## src/rtl/tart_dram_arbiter.sv

```systemverilog
// ============================================================================
// Module   : tart_dram_arbiter
// Function : Shares one DRAM port between the acquisition writer and the SPI
//            prefetcher, keeping the DRAM as a circular sample buffer.
// Revision : 1.0 - initial release
// ============================================================================
`default_nettype none

module tart_dram_arbiter #(
    parameter int DBITS = 24,
    parameter int ABITS = 25,
    parameter int HIWAT = 2 ** (ABITS - 1),
    parameter int DELAY = 3
) (
    input  logic             clk_i,
    input  logic             rst_i,
    input  logic             enable_i,
    input  logic             clr_i,
    input  logic             wr_req_i,
    input  logic [DBITS-1:0] wr_dat_i,
    output logic             wr_ack_o,
    input  logic             rd_req_i,
    output logic             rd_ack_o,
    output logic [DBITS-1:0] rd_dat_o,
    output logic             mem_req_o,
    output logic             mem_we_o,
    output logic [ABITS-1:0] mem_adr_o,
    output logic [DBITS-1:0] mem_dat_o,
    input  logic             mem_ack_i,
    input  logic [DBITS-1:0] mem_dat_i,
    output logic [ABITS-1:0] wr_adr_o,
    output logic [ABITS-1:0] rd_adr_o,
    output logic [ABITS:0]   level_o,
    output logic             empty_o,
    output logic             full_o,
    output logic             overflow_o
);

    typedef enum logic [1:0] {
        S_IDLE  = 2'd0,
        S_WRITE = 2'd1,
        S_READ  = 2'd2,
        S_DONE  = 2'd3
    } state_t;

    localparam logic [ABITS:0] c_FULL  = {1'b1, {ABITS{1'b0}}};
    localparam logic [ABITS:0] c_HIWAT = (ABITS + 1)'(HIWAT);
    localparam logic [ABITS:0] c_ONE   = (ABITS + 1)'(1);

    state_t             r_state;
    state_t             w_state_nxt;
    logic [ABITS:0]     r_wp;
    logic [ABITS:0]     r_rp;
    logic               r_ovf;
    logic               r_clr_pend;
    logic               r_last_wr;
    logic               r_mem_req;
    logic               r_mem_we;
    logic [ABITS-1:0]   r_mem_adr;
    logic [DBITS-1:0]   r_mem_dat;
    logic [DBITS-1:0]   r_rd_dat;
    logic               r_wr_ack;
    logic               r_rd_ack;

    logic [ABITS:0]     w_level;
    logic               w_empty;
    logic               w_full;
    logic               w_wr_req;
    logic               w_clr;
    logic               w_wr_win;
    logic               w_grant_wr;
    logic               w_grant_rd;
    logic               w_drop;
    logic               w_unused_delay;

    // DELAY only shaped simulation timing in older flows; nothing here uses it.
    assign w_unused_delay = (DELAY != 0);

    assign w_level  = r_wp - r_rp;
    assign w_empty  = (w_level == '0);
    assign w_full   = (w_level == c_FULL);
    // A write request still high during its own drop-ack is the old request.
    assign w_wr_req = wr_req_i && !r_wr_ack;
    assign w_clr    = clr_i || r_clr_pend;
    assign w_wr_win = w_wr_req &&
                      ((w_level >= c_HIWAT) || !rd_req_i || w_empty || !r_last_wr);

    always_ff @(posedge clk_i) begin
        if (rst_i) begin
            r_state <= S_IDLE;
        end else begin
            r_state <= w_state_nxt;
        end
    end

    always_comb begin
        w_state_nxt = r_state;
        w_grant_wr  = 1'b0;
        w_grant_rd  = 1'b0;
        w_drop      = 1'b0;
        case (r_state)
            S_IDLE: begin
                if (w_clr || !enable_i) begin
                    w_state_nxt = S_IDLE;
                end else if (w_wr_req && w_full) begin
                    w_drop = 1'b1;
                end else if (w_wr_win) begin
                    w_grant_wr  = 1'b1;
                    w_state_nxt = S_WRITE;
                end else if (rd_req_i && !w_empty) begin
                    w_grant_rd  = 1'b1;
                    w_state_nxt = S_READ;
                end
            end
            S_WRITE, S_READ: begin
                if (mem_ack_i) begin
                    w_state_nxt = S_DONE;
                end
            end
            S_DONE:  w_state_nxt = S_IDLE;
            default: w_state_nxt = S_IDLE;
        endcase
    end

    always_ff @(posedge clk_i) begin
        if (rst_i) begin
            r_wp       <= '0;
            r_rp       <= '0;
            r_ovf      <= 1'b0;
            r_clr_pend <= 1'b0;
            r_last_wr  <= 1'b0;
            r_mem_req  <= 1'b0;
            r_mem_we   <= 1'b0;
            r_mem_adr  <= '0;
            r_mem_dat  <= '0;
            r_rd_dat   <= '0;
            r_wr_ack   <= 1'b0;
            r_rd_ack   <= 1'b0;
        end else begin
            r_wr_ack <= 1'b0;
            r_rd_ack <= 1'b0;
            case (r_state)
                S_IDLE: begin
                    if (w_clr) begin
                        r_wp       <= '0;
                        r_rp       <= '0;
                        r_ovf      <= 1'b0;
                        r_clr_pend <= 1'b0;
                    end
                    if (w_drop) begin
                        r_wr_ack <= 1'b1;
                        r_ovf    <= 1'b1;
                    end
                    if (w_grant_wr || w_grant_rd) begin
                        r_mem_req <= 1'b1;
                        r_mem_we  <= w_grant_wr;
                        r_mem_adr <= w_grant_wr ? r_wp[ABITS-1:0] : r_rp[ABITS-1:0];
                    end
                    if (w_grant_wr) begin
                        r_mem_dat <= wr_dat_i;
                    end
                end
                S_WRITE, S_READ: begin
                    if (clr_i) begin
                        r_clr_pend <= 1'b1;
                    end
                    if (mem_ack_i) begin
                        r_mem_req <= 1'b0;
                        if (r_state == S_WRITE) begin
                            r_wr_ack <= 1'b1;
                        end else begin
                            r_rd_ack <= 1'b1;
                            r_rd_dat <= mem_dat_i;
                        end
                    end
                end
                S_DONE: begin
                    r_last_wr <= r_mem_we;
                    // A pending or simultaneous clear swallows this increment.
                    if (w_clr) begin
                        r_wp       <= '0;
                        r_rp       <= '0;
                        r_ovf      <= 1'b0;
                        r_clr_pend <= 1'b0;
                    end else if (r_mem_we) begin
                        r_wp <= r_wp + c_ONE;
                    end else begin
                        r_rp <= r_rp + c_ONE;
                    end
                end
                default: ;
            endcase
        end
    end

    assign wr_ack_o   = r_wr_ack;
    assign rd_ack_o   = r_rd_ack;
    assign rd_dat_o   = r_rd_dat;
    assign mem_req_o  = r_mem_req;
    assign mem_we_o   = r_mem_we;
    assign mem_adr_o  = r_mem_adr;
    assign mem_dat_o  = r_mem_dat;
    assign wr_adr_o   = r_wp[ABITS-1:0];
    assign rd_adr_o   = r_rp[ABITS-1:0];
    assign level_o    = w_level;
    assign empty_o    = w_empty;
    assign full_o     = w_full;
    assign overflow_o = r_ovf;

endmodule

`default_nettype wire

```

## config.mk

```make
export PLATFORM = sky130hd
export DESIGN_NAME = tart_dram_arbiter
export DESIGN_NICKNAME = d
export VERILOG_FILES = /design/src/rtl/tart_dram_arbiter.sv
export SDC_FILE = /design/constraint.sdc
export NUM_CORES = 1
export LEC_CHECK = 0
export ABC_AREA = 1
export CAP_MARGIN = 20
export CORE_UTILIZATION = 45
export DETAILED_ROUTE_END_ITERATION = 7
export GPL_TIMING_DRIVEN = 0
export PLACE_DENSITY = 0.77
export SLEW_MARGIN = 10
export SYNTH_ARGS = -nofsm -noshare
export SYNTH_HDL_FRONTEND = slang
export SYNTH_SLANG_ARGS = --single-unit
```

## constraint.sdc

```tcl
create_clock -name clk_i -period 3.09 [get_ports clk_i]
set_input_delay 0.309 -clock clk_i [delete_from_list [all_inputs] [get_ports clk_i]]
set_output_delay 0.309 -clock clk_i [all_outputs]
set_load 0.005 [all_outputs]
```

==> flow_metrics.env <==
export IMPL_p_seq_share_pct=21.9
export IMPL_cp_arrival_ns=3.59
export IMPL_start_util_pct=46.3
export IMPL_synth_seq_cells=134
export IMPL_end_kind="register"
export IMPL_max_stage_delay_ns=0.48
export IMPL_setup_ws_ns=-0.194
export IMPL_rows=49
export IMPL_cts_made_buffers=17
export IMPL_path_buf_inv=5
export IMPL_netlist_instances=1347
export IMPL_async_flop_share_pct=0
export IMPL_cts_sinks=134
export IMPL_yosys_warnings=0
export IMPL_p_clk_share_pct=22.1
export IMPL_fp_coreArea_um2=18100
export IMPL_grt_overflow_total=0
export IMPL_top_level_ports=211
export IMPL_numPortBuffers=209
export IMPL_setup_viol=51
export IMPL_fp_dieW_um=138
export IMPL_totalWireLength_um=30400
export IMPL_syn_area_um2=8370
export IMPL_drc=20
export IMPL_muxShareOfSynthArea_pct=0
export IMPL_synth_edf_count=0
export IMPL_path_delay_family="simple AND/OR/NAND/NOR gates"
export IMPL_synth_top_family_by_area="simple AND/OR/NAND/NOR gates"
export IMPL_timing_fmax_mhz=304
export IMPL_fin_crit_ns=3.28
export IMPL_wl_per_cell_um=16.4
export IMPL_fin_cells=1851
export IMPL_avgSynthCellArea_um2=6.21
export IMPL_cp_max_fo=6
export IMPL_place_ws_ns=-0.873
export IMPL_critPathLaunchType="register"
export IMPL_synth_compound_area_share_pct=13.9
export IMPL_cp_slowest_cell="dfxtp_1"
export IMPL_final_common_cell="nand2_1"
export IMPL_hold_class="input pin to register"
export IMPL_swShare_pct=40.0
export IMPL_drt_initial_drc_count=829
export IMPL_dp_cells=1785
export IMPL_die_h_um=138
export IMPL_nNetsFinal=1695
export IMPL_p_leak_nw=5.79
export IMPL_fill_cells=1413
export IMPL_fin_skew_ns=0.0119
export IMPL_critPathKind="register to register"
export IMPL_antenna_found_initial=0
export IMPL_dp_hpwl_um=21700
export IMPL_crit_chain="ha_4 -> nand2_1 -> nand2_1 -> inv_1 -> nand2_1 -> nand2_1 -> nand3_2 -> nand2_1 -> nand2_1 -> nand2_1 -> nand2_1 -> nor2_2 -> nand2_2 -> nor2_4 -> nand2_2 -> buf_6 -> nand3_4 -> nand4_4 -> buf_6 -> nand2_8 -> clkinv_8 -> clkbuf_16 -> nor2_4 -> nor2_1"
export IMPL_vdd_drop_max_uv=724
export IMPL_grt_pass1_vias=8930
export IMPL_final_cell_mix="nand2_1, clkdlybuf4s50_1, inv_1"
export IMPL_internal_power_mw=5.90
export IMPL_drt_pass1_iter_count=8
export IMPL_synth_seq_area_share_pct=32.0
export IMPL_cts_tree="built"
export IMPL_holdWs_ns=0.463
export IMPL_synthXorXnorAreaFrac_pct=0.419
export IMPL_slew_headroom_pct=47.8
export IMPL_tns_ns=-5.44
export IMPL_drive_above_1_share_pct=23.6
export IMPL_critPathRequiredTime_ns=3.39
export IMPL_p_comb_share_pct=55.9
export IMPL_avgViaCountPerCell=5.31
export IMPL_die_area_um2=19200
export IMPL_worstSkewPairLatency_ns=0.42
export IMPL_postRouteAntennaNets=0
export IMPL_grt_max_degree=17
export IMPL_synth_fa_ha_area_share_pct=4.72
export IMPL_power_density_nw_per_um2=754
export IMPL_rsz0062_at_grt="yes"
export IMPL_synth_ff_type="dfxtp_1"
export IMPL_hold_viol=0
export IMPL_violations="DRC, setup timing"
export IMPL_slew_violations=0
export IMPL_globalRouteTotalUtil_pct=29.4
export IMPL_grt_pass1_wl_um=45000
export IMPL_synth_net_count=1433
export IMPL_p_total_mw=9.83
export IMPL_synthSimpleGateAreaFrac_pct=33.2
export IMPL_area_growth_pct=55.7
export IMPL_synthDistinctLibCells=46
export IMPL_clock_path_buffers=2
export IMPL_critPathMostFrequentCell="nand2_1"
export IMPL_clk_pin_slew_ns=0.06
export IMPL_vias=9820
export IMPL_p_sw_mw=3.93
export IMPL_worst_pin_slew_ns=0.782
export IMPL_htreeDepth=4
export IMPL_outcome="finished, violations left"
export IMPL_cap_violations=0
export IMPL_finalCritPeriodShare_pct=106
export IMPL_cts_root_buf="clkbuf_16"
export IMPL_gp_congestion=0.946
export IMPL_diodes=0
power by group through the flow:
stage / clock (mW) / sequential (mW) / combinational (mW)
floorplan: 0 / 2.17 / 2.31
global placement: 0 / 2.17 / 4.33
detailed placement: 0 / 2.17 / 4.38
CTS: 2.18 / 2.15 / 4.99
global route: 2.27 / 2.18 / 5.92
finish: 2.18 / 2.16 / 5.50
cell usage after synthesis (7+ instances only):
master | instances | area share [%]
nand2_1 | 360 | 16
buf_4 | 53 | 4.8
nand3_1 | 60 | 3.6
nand4_1 | 18 | 1.3
a211oi_1 | 7 | 0.63
o21ai_0 | 96 | 5.7
ha_1 | 30 | 4.5
nor3_1 | 26 | 1.6
inv_1 | 198 | 8.9
nor2_1 | 185 | 8.3
o21ai_1 | 11 | 0.66
dfxtp_1 | 134 | 32
clkbuf_1 | 21 | 0.94
a21oi_1 | 82 | 4.9
per-stage QoR:
step / util, % / instance area, µm²
2_1_floorplan: - / 8370
3_3_place_gp: 59.4 / 10700
3_5_place_dp: 59.4 / 10700
4_1_cts: 67.1 / 12100
5_1_grt: 72.1 / 13000
6_report: 72.1 / 13000
worst register-to-register path, delay by kind of cell, from the launching register on:
family / cells / cell delay (ns)
and+or+nand+nor: 18 / 1.70
buffers and inverters: 5 / 0.71
adders and majority gates: 1 / 0.27
DFF: 1 / 0.48
kinds of logic (layout without fill, tap and decap cells):
logic type | Yosys count | count (layout)
AND/OR/NAND/NOR | 673 | 673
buffers and inverters | 288 | 563
AO/OA/AOI/OAI | 217 | 217
flip-flops | 134 | 134
adder cells (fa/ha/maj) | 31 | 31
XOR/XNOR | 4 | 4
final timing paths:
check	startpoint	slack (ns)	endpoint	cells after the start
worst max-delay path	r_wp[4]$_SDFFE_PP0P_	-0.19	mem_adr_o[15]$_SDFFE_PP0P_	24
worst min-delay path	wr_dat_i[12]	0.46	mem_dat_o[12]$_SDFFE_PP0P_	3
worst min register to register	mem_req_o$_SDFFE_PP0P_	0.46	mem_req_o$_SDFFE_PP0P_	2
worst max register to register	r_wp[4]$_SDFFE_PP0P_	-0.19	mem_adr_o[15]$_SDFFE_PP0P_	24
registers in the layout (all words and copies together) (netlist names), 2 cells and up:
register	cells
r_state	2
rd_dat_o	24
r_wp	26
mem_dat_o	24
mem_adr_o	25
r_rp	26
cell type report:
class	count	area [µm²]	area share, %
clock inverters	9	138	1.06
multi-input cells	925	5410	41.5
inverters	203	790	6.06
flip-flops and latches	134	2750	21.1
repair buffers	245	2530	19.4
well taps	229	287	2.20
clock buffers	23	488	3.74
plain buffers	83	648	4.97
timing repair:
action,CTS,global route
gates resized for setup,163,218
cloned,3,5
hold buffers,0,0
pin swaps,29,55
endpoints found under the setup margin,64,71
buffers inserted,18,11
endpoints found under the hold margin,0,0
per-layer routing:
layer  vias to the layer above  GRT usage (%)  wire (µm)
li1                       4768              -          -
met1                      4490           38.4      12700
met2                       490           48.9      14200
met3                        72           5.72       2580
met4                         0           9.23        901
met5                         -              0          0
Note: power is estimated with default switching activity, not from simulation.
